`src/rtl/m_adder_arbiter_pkg.sv`:
```
`default_nettype none
// ============================================================================
// Module      : m_adder_arbiter_pkg
// Description : Shared state encodings for the round-robin adder arbiter.
// Revision    : 1.0 - initial release
// ============================================================================
package m_adder_arbiter_pkg;

  // FSM state type and encodings. The value 2'd3 is unused and recovers to IDLE.
  typedef logic [1:0] state_t;

  localparam state_t c_IDLE = 2'd0;
  localparam state_t c_BUSY = 2'd1;
  localparam state_t c_DONE = 2'd2;

endpackage : m_adder_arbiter_pkg
`default_nettype wire

```
`src/rtl/m_adder_arbiter_ripple_adder.sv`:
```
`default_nettype none
// ============================================================================
// Module      : m_ripple_adder
// Description : WIDTH-bit ripple-carry adder built from a chain of full-adder
//               cells. The carry-in of the chain is tied to zero.
// Revision    : 1.0 - initial release
// ============================================================================
module m_ripple_adder
  import m_adder_arbiter_pkg::*;
#(
  parameter int WIDTH = 4
) (
  input  logic [WIDTH-1:0] a,
  input  logic [WIDTH-1:0] b,
  output logic [WIDTH-1:0] s,
  output logic             cout
);

  // w_carry[i] is the carry into bit i; w_carry[WIDTH] is the final carry-out.
  logic [WIDTH:0] w_carry;

  assign w_carry[0] = 1'b0;

  // One full-adder cell per bit position.
  generate
    for (genvar i = 0; i < WIDTH; i++) begin : g_fa_cell
      assign s[i]         = a[i] ^ b[i] ^ w_carry[i];
      assign w_carry[i+1] = (a[i] & b[i]) | (w_carry[i] & (a[i] ^ b[i]));
    end
  endgenerate

  assign cout = w_carry[WIDTH];

endmodule : m_ripple_adder
`default_nettype wire

```
`src/rtl/m_adder_arbiter.sv`:
```
`default_nettype none
// ============================================================================
// Module      : m_adder_arbiter
// Description : Shares one ripple adder between two requesters with
//               round-robin arbitration. Each operation takes exactly three
//               cycles: grant, compute/done, release.
// Revision    : 1.0 - initial release
// ============================================================================
module m_adder_arbiter
  import m_adder_arbiter_pkg::*;
#(
  parameter int WIDTH = 4
) (
  input  logic             clk,
  input  logic             rst,
  input  logic             req0,
  input  logic [WIDTH-1:0] a0,
  input  logic [WIDTH-1:0] b0,
  input  logic             req1,
  input  logic [WIDTH-1:0] a1,
  input  logic [WIDTH-1:0] b1,
  output logic             gnt0,
  output logic             gnt1,
  output logic             done0,
  output logic             done1,
  output logic [WIDTH:0]   sum,
  output logic             busy
);

  state_t           r_state;
  state_t           w_state_nxt;

  logic             r_prio;     // requester favoured when both request
  logic             r_winner;   // requester owning the current operation
  logic [WIDTH-1:0] r_op_a;
  logic [WIDTH-1:0] r_op_b;
  logic             r_gnt0;
  logic             r_gnt1;
  logic             r_done0;
  logic             r_done1;
  logic [WIDTH:0]   r_sum;
  logic             r_busy;

  logic             w_any_req;
  logic             w_sel;      // requester picked in IDLE (0 or 1)
  logic             w_load;
  logic             w_gnt0_d;
  logic             w_gnt1_d;
  logic             w_done0_d;
  logic             w_done1_d;
  logic [WIDTH:0]   w_sum_d;
  logic             w_prio_d;
  logic             w_winner_d;

  logic [WIDTH-1:0] w_add_s;
  logic             w_add_cout;

  // Single shared adder; the arbiter itself does no arithmetic.
  m_ripple_adder #(
    .WIDTH (WIDTH)
  ) u_adder (
    .a    (r_op_a),
    .b    (r_op_b),
    .s    (w_add_s),
    .cout (w_add_cout)
  );

  assign w_any_req = req0 | req1;
  // With only one request the choice follows req1; on a tie prio decides.
  assign w_sel     = (req0 & req1) ? r_prio : req1;

  // State register.
  always_ff @(posedge clk) begin
    if (rst) begin
      r_state <= c_IDLE;
    end else begin
      r_state <= w_state_nxt;
    end
  end

  // Next-state logic: IDLE waits for a request, then a fixed BUSY/DONE walk.
  always_comb begin
    w_state_nxt = c_IDLE;
    case (r_state)
      c_IDLE:  w_state_nxt = w_any_req ? c_BUSY : c_IDLE;
      c_BUSY:  w_state_nxt = c_DONE;
      c_DONE:  w_state_nxt = c_IDLE;
      default: w_state_nxt = c_IDLE;
    endcase
  end

  // Output logic: next values for the registered outputs and bookkeeping.
  always_comb begin
    w_load     = 1'b0;
    w_gnt0_d   = 1'b0;
    w_gnt1_d   = 1'b0;
    w_done0_d  = 1'b0;
    w_done1_d  = 1'b0;
    w_sum_d    = r_sum;
    w_prio_d   = r_prio;
    w_winner_d = r_winner;
    case (r_state)
      c_IDLE: begin
        if (w_any_req) begin
          w_load     = 1'b1;
          w_gnt0_d   = ~w_sel;
          w_gnt1_d   = w_sel;
          w_winner_d = w_sel;
        end
      end
      c_BUSY: begin
        w_gnt0_d  = r_gnt0;
        w_gnt1_d  = r_gnt1;
        w_done0_d = ~r_winner;
        w_done1_d = r_winner;
        w_sum_d   = {w_add_cout, w_add_s};
      end
      c_DONE: begin
        // Hand priority to the requester that was not just served.
        w_prio_d = ~r_winner;
      end
      default: begin
        w_prio_d = r_prio;
      end
    endcase
  end

  // Output and datapath registers; operands are captured only at grant.
  always_ff @(posedge clk) begin
    if (rst) begin
      r_prio   <= 1'b0;
      r_winner <= 1'b0;
      r_op_a   <= '0;
      r_op_b   <= '0;
      r_gnt0   <= 1'b0;
      r_gnt1   <= 1'b0;
      r_done0  <= 1'b0;
      r_done1  <= 1'b0;
      r_sum    <= '0;
      r_busy   <= 1'b0;
    end else begin
      r_prio   <= w_prio_d;
      r_winner <= w_winner_d;
      if (w_load) begin
        r_op_a <= w_sel ? a1 : a0;
        r_op_b <= w_sel ? b1 : b0;
      end
      r_gnt0   <= w_gnt0_d;
      r_gnt1   <= w_gnt1_d;
      r_done0  <= w_done0_d;
      r_done1  <= w_done1_d;
      r_sum    <= w_sum_d;
      r_busy   <= (w_state_nxt != c_IDLE);
    end
  end

  assign gnt0  = r_gnt0;
  assign gnt1  = r_gnt1;
  assign done0 = r_done0;
  assign done1 = r_done1;
  assign sum   = r_sum;
  assign busy  = r_busy;

endmodule : m_adder_arbiter
`default_nettype wire

```
`config.mk`:
```
export PLATFORM = sky130hd
export DESIGN_NAME = m_adder_arbiter
export DESIGN_NICKNAME = d
export VERILOG_FILES = /design/src/rtl/m_adder_arbiter_pkg.sv /design/src/rtl/m_adder_arbiter_ripple_adder.sv /design/src/rtl/m_adder_arbiter.sv
export SDC_FILE = /design/constraint.sdc
export NUM_CORES = 1
export LEC_CHECK = 0
export BUFFER_PORTS_ARGS = -buffer_cell sky130_fd_sc_hd__buf_2
export CELL_PAD_IN_SITES_DETAIL_PLACEMENT = 1
export CELL_PAD_IN_SITES_GLOBAL_PLACEMENT = 2
export CORE_ASPECT_RATIO = 1.1
export CORE_MARGIN = 3
export CORE_UTILIZATION = 28
export CTS_CLUSTER_SIZE = 40
export DETAILED_ROUTE_END_ITERATION = 7
export PLACE_DENSITY = 0.76
export SYNTH_ARGS = -nofsm -noshare
export SYNTH_HDL_FRONTEND = slang
export SYNTH_SLANG_ARGS = --single-unit
export TNS_END_PERCENT = 30
```
`constraint.sdc`:
```
create_clock -name clk -period 2.29 [get_ports clk]
set_input_delay 0.1145 -clock clk [delete_from_list [all_inputs] [get_ports clk]]
set_output_delay 0.1145 -clock clk [all_outputs]
set_load 0.05 [all_outputs]
```
## Word-level counts from Yosys, hierarchy flattened

Cells that the tools add are included.
W data, S select, Z words.

- Bits of input ports: 20
- Output and inout bits: 10
- Register bits after elaboration: 22

- Reduce and logical (&&, ||, !) cells: 4
- Mux-type cells: 11
- Eq/ne operators: 2
- Bitwise gates (word level): 22

Operators by type and width:

| operator | number |
|---|---|
| $and A1 B1 Y1 | 8 |
| $mux W4 | 2 |
| $xor A1 B1 Y1 | 7 |
| $mux W1 | 6 |
| $or A1 B1 Y1 | 4 |
| $pmux W1 S2 | 2 |
| $pmux W2 S2 | 1 |
| $not A1 Y1 | 3 |
| $eq A2 B1 Y1 const B | 1 |
| $eq A2 B2 Y1 const B | 1 |
| $logic_not A2 Y1 | 1 |
| $reduce_and A2 Y1 | 1 |
| $reduce_bool A2 Y1 | 1 |
| $reduce_or A2 Y1 | 1 |

## Depth between registers and ports, before layout

Gate-level depths: netlist (run 1).

- Depth after elaboration: 7
- Gate-level depth with buffers: 8
- Depth with buffers taken out: 8

## By module

Synthesis (run 1) repeated with hierarchy kept, for this count alone.

- Cells, all modules: 112
- Area total of the unflattened synthesis: 1038.5 µm²

Modules (own cells, without submodules):

| module | area an instance (µm²) | cells an instance | seq. area each (µm²) | instances |
|---|---|---|---|---|
| m_adder_arbiter | 928.4 | 98 | 440.4 | 1 |
| m_ripple_adder | 110.1 | 14 | 0.0 | 1 |

## Least setup slack after synthesis (run 1)

OpenSTA, ideal clock, no wires.

- Path type: flip-flop to flip-flop
- Start: register r_op_a[0]
- End: register r_sum[3] (netlist: sum[3])
- Stages on the path, launching flop included: 9
- Path slack: 0.510 ns
- Buffers on the path: 0
- Data required time: 2.204 ns
- Data arrival time: 1.694 ns
- Period minus slack after synthesis: 1.780 ns
- Cells stage by stage: dfxtp_1 > ha_1 > inv_1 > fa_1 > inv_1 > fa_1 > inv_1 > fa_1 > a211oi_1

- Longest elaborated chain between the ends: 6

RTL lines:

| item | line | source |
|---|---|---|
| start, declared | m_adder_arbiter.sv:35 | `logic [WIDTH-1:0] r_op_a;` |
| start signal, assigned | m_adder_arbiter.sv:145 | `r_op_a <= w_sel ? a1 : a0;` |
| $and A1 B1 Y1 (2 in a row) | m_adder_arbiter_ripple_adder.sv:28 | `assign w_carry[i+1] = (a[i] & b[i]) \| (w_carry[i] & (a[i] ^ b[i]));` |
| $or A1 B1 Y1 | m_adder_arbiter_ripple_adder.sv:28 |  |
| $and A1 B1 Y1 | m_adder_arbiter_ripple_adder.sv:28 |  |
| $or A1 B1 Y1 | m_adder_arbiter_ripple_adder.sv:28 |  |
| $xor A1 B1 Y1 | m_adder_arbiter_ripple_adder.sv:27 | `assign s[i] = a[i] ^ b[i] ^ w_carry[i];` |
| end signal, assigned | m_adder_arbiter.sv:152 | `r_sum <= w_sum_d;` |
| end, declared | m_adder_arbiter.sv:41 | `logic [WIDTH:0] r_sum;` |

Every way passes these cells.
A chain may end at the register's enable or synchronous reset.

## Final worst setup path (run 1)

Ends and elaborated chain as after synthesis.

==> results of run 1 <==
## sequential cells by signal (all words and copies together), names as in the netlist, 2 cells and up
register  count
sum           5
r_op_a        4
r_op_b        4
r_state       2
## per-stage QoR
stage	util (%)	area (um2)
after global routing	35.1	1190
after CTS	35.1	1190
after detailed placement	34.1	1150
after floorplan	-	1010
after global placement	34.1	1150
final	35.1	1190
## cell families (layout without fill, tap and decap cells)
family	Yosys count	in the layout	synth area share, %
AOI/OAI and AO/OA	37	37	22.9
DFF	22	22	43.7
adders and majority gates	4	4	7.21
buffers and inverters	18	42	9.19
and+or+nand+nor	33	33	17.0
## power breakdown
part | total [mW] | switching (mW) | internal (mW)
sequential | 0.443 | 0.0242 | 0.418
clock | 0.219 | 0.122 | 0.0970
combinational | 0.203 | 0.136 | 0.0667
## placed cells by master, fill, tap and decap left out, drive strengths merged
| cell type | count |
|---|---|
| buf | 29 |
| dfxtp | 22 |
| a21oi | 14 |
| o21ai | 9 |
| nand3 | 9 |
| inv | 9 |
| a311oi | 8 |
| nand2 | 7 |
| nor2 | 7 |
| clkbuf | 4 |
| a211oi | 3 |
| fa | 3 |
| nor2b | 2 |
| nand2b | 2 |
| o31ai | 2 |
| nor3 | 2 |
| or2 | 1 |
| or3 | 1 |
| o211ai | 1 |
| nor3b | 1 |
| and2 | 1 |
| ha | 1 |
## how the worst min path moves through the flow
| stage | from | endpoint |
|---|---|---|
| 5_1_grt | b1[1] | r_op_b[1] |
| 4_1_cts | a1[2] | r_op_a[2] |
| 2_1_floorplan | rst | r_state[1] |
| 6_report | b1[0] | r_op_b[0] |
| 3_5_place_dp | a1[2] | r_op_a[2] |
| 3_3_place_gp | b1[1] | r_op_b[1] |
## synthesized netlist by cell type (all sizes together)
cell,number,area (um2)
nor3b,1,12.5
dfxtp,22,440
a211oi,3,22.5
or3,1,6.26
nor3,2,15.0
o31ai,2,15.0
o21ai,9,45.0
a21oi,14,70.1
nor2,7,28.8
nor2b,2,12.5
nand2b,2,12.5
inv,9,33.8
nand3,9,45.0
and2,1,6.26
nand2,7,26.3
ha,1,12.5
or2,1,6.26
clkbuf,2,7.51
buf,7,51.3
o211ai,1,7.51
a311oi,8,70.1
fa,3,60.1
## layout make-up
class	instances	area [um2]
Clock buffer	4	36.3
Inverter	9	33.8
Tap cell	48	60.1
Timing Repair Buffer	29	145
Multi-Input combinational cell	74	474
Sequential cell	22	440
Fill cell	419	2200
## layer usage
| metal | vias to the layer above | part of all wire (%) | track usage, % |
|---|---|---|---|
| met5 | - | 0 | 0 |
| met4 | 0 | 1.4 | 4.85 |
| met3 | 2 | 4.9 | 1.94 |
| met2 | 21 | 46 | 19.9 |
| met1 | 406 | 47 | 14.0 |
| li1 | 449 | - | - |
## worst max-delay path: cells and delay by family, from the launching register on
family                     cells  cell delay [ns]
DFF                            1             0.34
buffers and inverters          3             0.18
AOI/OAI and AO/OA              1             0.21
adders and majority gates      4             1.09
==> key figures, run 1 <==
Worst setup path
  – Worst EP required: 2.51 ns
  – Worst reg2reg path endpoint: sum[3]
  – FF-to-FF Start: r_op_a[0]
  – CP max stage cell: fa_1
  – Worst r2r path cells: 8
  – Crit path cell chain: ha_1 -> inv_1 -> fa_1 -> inv_1 -> fa_1 -> inv_1 -> fa_1 -> a211oi_1
  – Critical path arrival: 2.12 ns
  – Critical path's largest stage delay: 0.40 ns
  – Worst reg2reg setup slack: 0.40 ns
  – Maximum fanout along the worst path: 2
  – Crit. End Element: flip-flop
  – Critical path type: flip-flop to flip-flop
  – CP Launch Type: flip-flop
  – End point of the critical path: sum[3]
  – Origin of the worst setup path: r_op_a[0]

Timing
  – Pins Over Slew Limit: 0
  – Clock period minus final worst setup slack: 1.89 ns
  – Min Hold Slack: 0.0722 ns
  – Fin. Hold Viols: 0
  – Setup violators final: 0
  – Max Fclk: 0.528 GHz
  – Worst Slack Setup Final: 0.395 ns
  – Tightest Pin Transition: 0.636 ns
  – Worst slew margin: 57.5%
  – RSZ-0062 raised after global routing: no
  – Final Cycle Share: 82.7%
  – Setup Skew: 0.00705 ns
  – Setup TNS: 0 ns

Layout
  – Final Non-Filler Cells: 186
  – Final net count: 163
  – Synth-to-layout area growth: 18.1%
  – Fraction of layout cells with a size suffix above 1: 28.3%
  – Antenna diode count: 0

Die
  – Starting density of the core: 29.7%
  – Die Span Y: 68.9 um
  – Die ar.: 0.00435 mm2
  – Total core area: 0.00339 mm2
  – Rows: 22
  – Die W: 63.2 um
  – Num ports: 30

Logic synthesis
  – Post-synth cell types: 27
  – Yosys warnings: 0
  – Synth Net Count: 138
  – Cell Area, Synth: 0.00101 mm2
  – Synth Register Bits: 22
  – Post-Synthesis Cells: 114
  – Post-synthesis sequential area ratio: 43.7%
  – Mean Syn Cell Area: 8.84 um2

Min path
  – Worst hold stages: 3
  – Worst hold path type: primary input to flip-flop

Clock tree
  – CTS Hold Bufs: 0
  – Postcts setup bufs: 0
  – Root buffer cell: clkbuf_4
  – TritonCTS clock tree: built
  – Post_cts resized: 0
  – Clock sink total: 22
  – Number of CTS-inserted buffers: 3
  – Worst-Skew Late Latency: 0.31 ns
  – CTS Buffer Depth: 2
  – Clk pin slew, worst setup/hold paths: 0.13 ns
  – H-tree levels: 1

GRT
  – Initial antenna violation count: 0
  – First-pass GRT wire length: 3920 um
  – All-layer global routing usage: 11.4%
  – Grt total ovfl: 0
  – Largest net degree at the start of global routing: 22
  – Vias in the first global route: 884

Placement
  – Post-Place Worst Slack: 0.405 ns
  – HPWL after DPL: 1790 um
  – Inst Count DP: 182
  – # port buffers: 29
  – Gpl congestion: 0.718

Route
  – Final ANT Viol Nets: 0
  – DR pass1 iterations: 4
  – DRT iter0 DRCs: 17
  – Routed WL per cell: 12.5 um
  – Via-to-Cell Ratio: 4.72
  – DRC Markers: 0
  – Total number of vias: 878
  – Routed WL: 2330 um

Flow run
  – MaxCap Viol Count: 0

Power
  – Worst IR Drop VDD: 0.000160 V
  – Power after layout: 0.864 mW
  – PwrDens: 726 mW/mm2
  – Static leakage: 0.488 nW

Outcome
  – Status: finished clean
No activity file was read; power rests on OpenSTA's default activity.
==> inputs of run 2 (changes only) <==
clock period = 1.9 ns   (was 2.29 ns; I/O delays follow)
==> run 2 against run 1 <==
Effect of this change: core utilization is 0.52 points higher; clock power increased by 21%; the run now ends with negative setup slack left; first-iteration DRC count is 35% lower; cell count is 0.54% higher; routed wire length increased by 1.4%; total power is 22% higher; global-route usage decreased by 0.14 points; clock skew fell by 0.0046 ns; via count grew 3.3%; register-to-register slack got worse by 0.43 ns; sequential power grew 21%; critical path depth unchanged.
==> key figures, run 2 (same netlist as run 1, synthesis figures left out) <==
Outcome
  – Status: finished, violations left
  – Failing checks: negative setup slack

Power
  – Static leakage: 0.493 nW (+0.98%)
  – Sw Share: 32.7% (+0.12 points)
  – NetSw: 0.345 mW (+22%)
  – Sequential Power Share: 50.7% (-0.5 points)
  – PwrDens: 873 mW/mm2 (+20%)
  – Power after layout: 1.05 mW (+22%)
  – Clock network fraction of design power: 25.0% (-0.3 points)
  – P_int: 0.709 mW (+22%)
  – Worst IR Drop VDD: 0.000180 V (+12%)
  – Combinational fraction of design power: 24.3% (+0.8 points)

Clock tree
  – TritonCTS clock tree: built
  – CTS Buffer Depth: 2 (unchanged)
  – Postcts setup bufs: 0 (unchanged)
  – Clock sink total: 22 (unchanged)
  – Number of CTS-inserted buffers: 3 (unchanged)
  – H-tree levels: 1 (unchanged)
  – Worst-Skew Late Latency: 0.31 ns (about the same)
  – Clk pin slew, worst setup/hold paths: 0.12 ns (about the same)
  – CTS Hold Bufs: 0 (unchanged)
  – Root buffer cell: clkbuf_4

Die
  – Total core area: 0.00339 mm2 (unchanged)
  – Num ports: 30 (unchanged)
  – Starting density of the core: 29.7% (unchanged)
  – Die W: 63.2 um (unchanged)
  – Die Span Y: 68.9 um (unchanged)
  – Die ar.: 0.00435 mm2 (unchanged)
  – Rows: 22 (unchanged)

Placement
  – HPWL after DPL: 1790 um (about the same)
  – Gpl congestion: 0.718 (about the same)
  – # port buffers: 29 (unchanged)
  – DP Area: 0.00116 mm2 (+0.65%)

GRT
  – Vias in the first global route: 859 (-2.8%)
  – First-pass GRT wire length: 3840 um (-2.1%)
  – Initial antenna violation count: 0 (unchanged)
  – All-layer global routing usage: 11.2% (-0.14 points)
  – Grt total ovfl: 0 (unchanged)
  – Largest net degree at the start of global routing: 22 (unchanged)

Worst setup path
  – CP Launch Type: flip-flop
  – Worst r2r path cells: 8 (unchanged)
  – FF-to-FF Start: r_op_a[0]
  – Worst reg2reg path endpoint: sum[3]
  – Worst reg2reg setup slack: -0.03 ns (-0.43 ns)
  – End point of the critical path: sum[3]
  – Critical path type: flip-flop to flip-flop
  – Worst EP required: 2.14 ns (-0.37 ns)
  – Crit. End Element: flip-flop
  – Origin of the worst setup path: r_op_a[0]
  – Maximum fanout along the worst path: 2 (unchanged)
  – Critical path arrival: 2.17 ns (+0.05 ns)

Route
  – Via-to-Cell Ratio: 4.85 (+2.8%)
  – DR pass1 iterations: 3 (-1)
  – Routed WL per cell: 12.6 um (+0.88%)
  – DRT iter0 DRCs: 11 (-6)
  – Total number of vias: 907 (+3.3%)
  – DRC Markers: 0 (unchanged)
  – Final ANT Viol Nets: 0 (unchanged)
  – Routed WL: 2360 um (+1.4%)

Layout
  – Final net count: 164 (+0.61%)
  – Most frequent cells in the layout: 29 x buf_2, 20 x dfxtp_1, 14 x a21oi_1
  – Final instance area: 0.00121 mm2 (+1.5%)
  – Fraction of layout cells with a size suffix above 1: 31.7% (+3.4 points)
  – # fillers: 425 (+1.4%)
  – Commonest non-fill, non-tap cell in the layout: buf_2
  – Max FFs per register: 5 (unchanged)
  – Synth-to-layout area growth: 19.9%
  – Antenna diode count: 0 (unchanged)

Timing
  – Worst slew margin: 57.6% (+0.13 points)
  – Max Fclk: 0.518 GHz (-1.9%)
  – Fin. Hold Viols: 0 (unchanged)
  – Final Cycle Share: 102% (+19 points)
  – Pins Over Slew Limit: 0 (unchanged)
  – Setup Skew: 0.00242 ns (-0.00463 ns)
  – Tightest Pin Transition: 0.634 ns (-0.00202 ns)
  – RSZ-0062 raised after global routing: yes
  – Worst Slack Setup Final: -0.0309 ns (-0.426 ns)
  – Clock period minus final worst setup slack: 1.93 ns (+0.0360 ns)
  – Setup violators final: 1 (+1)

Flow run
  – MaxCap Viol Count: 0 (unchanged)

Min path
  – Worst hold path type: primary input to flip-flop
run 2: changes by cell type in the layout (fill, tap and decap cells not counted), sizes merged:
cell	previous run	this run
buf	29	30
run 2: routing by layer:
| metal | wire, um | vias to the layer above | track usage, % |
|---|---|---|---|
| li1 | - | 453 | - |
| met1 | 1110 | 425 | 13.3 |
| met2 | 1060 | 24 | 19.5 |
| met3 | 128 | 5 | 1.94 |
| met4 | 61 | 0 | 6.47 |
| met5 | 0 | - | 0 |
run 2: worst min path at each step:
stage | startpoint | endpoint | slack [ns] | cells past startpoint
after floorplan | rst | r_state[1] | 0.17 | 1
after global placement | b1[1] | r_op_b[1] | 0.38 | 3
after detailed placement | a1[2] | r_op_a[2] | 0.39 | 3
after CTS | a1[2] | r_op_a[2] | 0.04 | 3
after global routing | b1[1] | r_op_b[1] | 0.04 | 3
final | a1[0] | r_op_a[0] | 0.05 | 3
run 2: what timing repair did:
action,4_1_cts,5_1_grt
endpoints found under the setup margin,1,2
gates resized for setup,1,3
pin swaps,0,0
run 2: final cells by class:
| cell class | count | area, um2 | share of cell area, % |
|---|---|---|---|
| Clock buffer | 4 | 36.3 | 3.01 |
| Multi-Input combinational cell | 74 | 482 | 39.9 |
| Timing Repair Buffer | 30 | 153 | 12.6 |
| Inverter | 9 | 33.8 | 2.80 |
| Tap cell | 48 | 60.1 | 4.97 |
| Sequential cell | 22 | 443 | 36.7 |
run 2: critical path, stage by stage (launching register included):
cell,delay [ns]
dfxtp_2,0.35
ha_1,0.14
inv_1,0.05
fa_1,0.35
inv_1,0.08
fa_2,0.19
inv_1,0.05
fa_1,0.45
a211oi_2,0.20
run 2: power by group through the flow:
stage                     registers, mW  clock network (mW)  logic [mW]
after detailed placement          0.544                   0       0.253
after CTS                         0.534               0.275       0.258
after floorplan                   0.595                   0       0.138
after global placement            0.543                   0       0.247
final                             0.534               0.264       0.256
after global routing              0.541               0.292       0.286
run 2: stage by stage:
step                hold WS (ns)  util, %  TNS (ns)  cells  setup WS [ns]
floorplan                  0.175        -         0    114          0.120
global placement           0.382     34.3         0    183         0.0625
detailed placement         0.388     34.3   -0.0350    183        -0.0350
CTS                       0.0370     35.5   -0.0455    187        -0.0455
global route              0.0410     35.7    -0.149    187         -0.129
finish                    0.0450     35.7   -0.0309    187        -0.0309
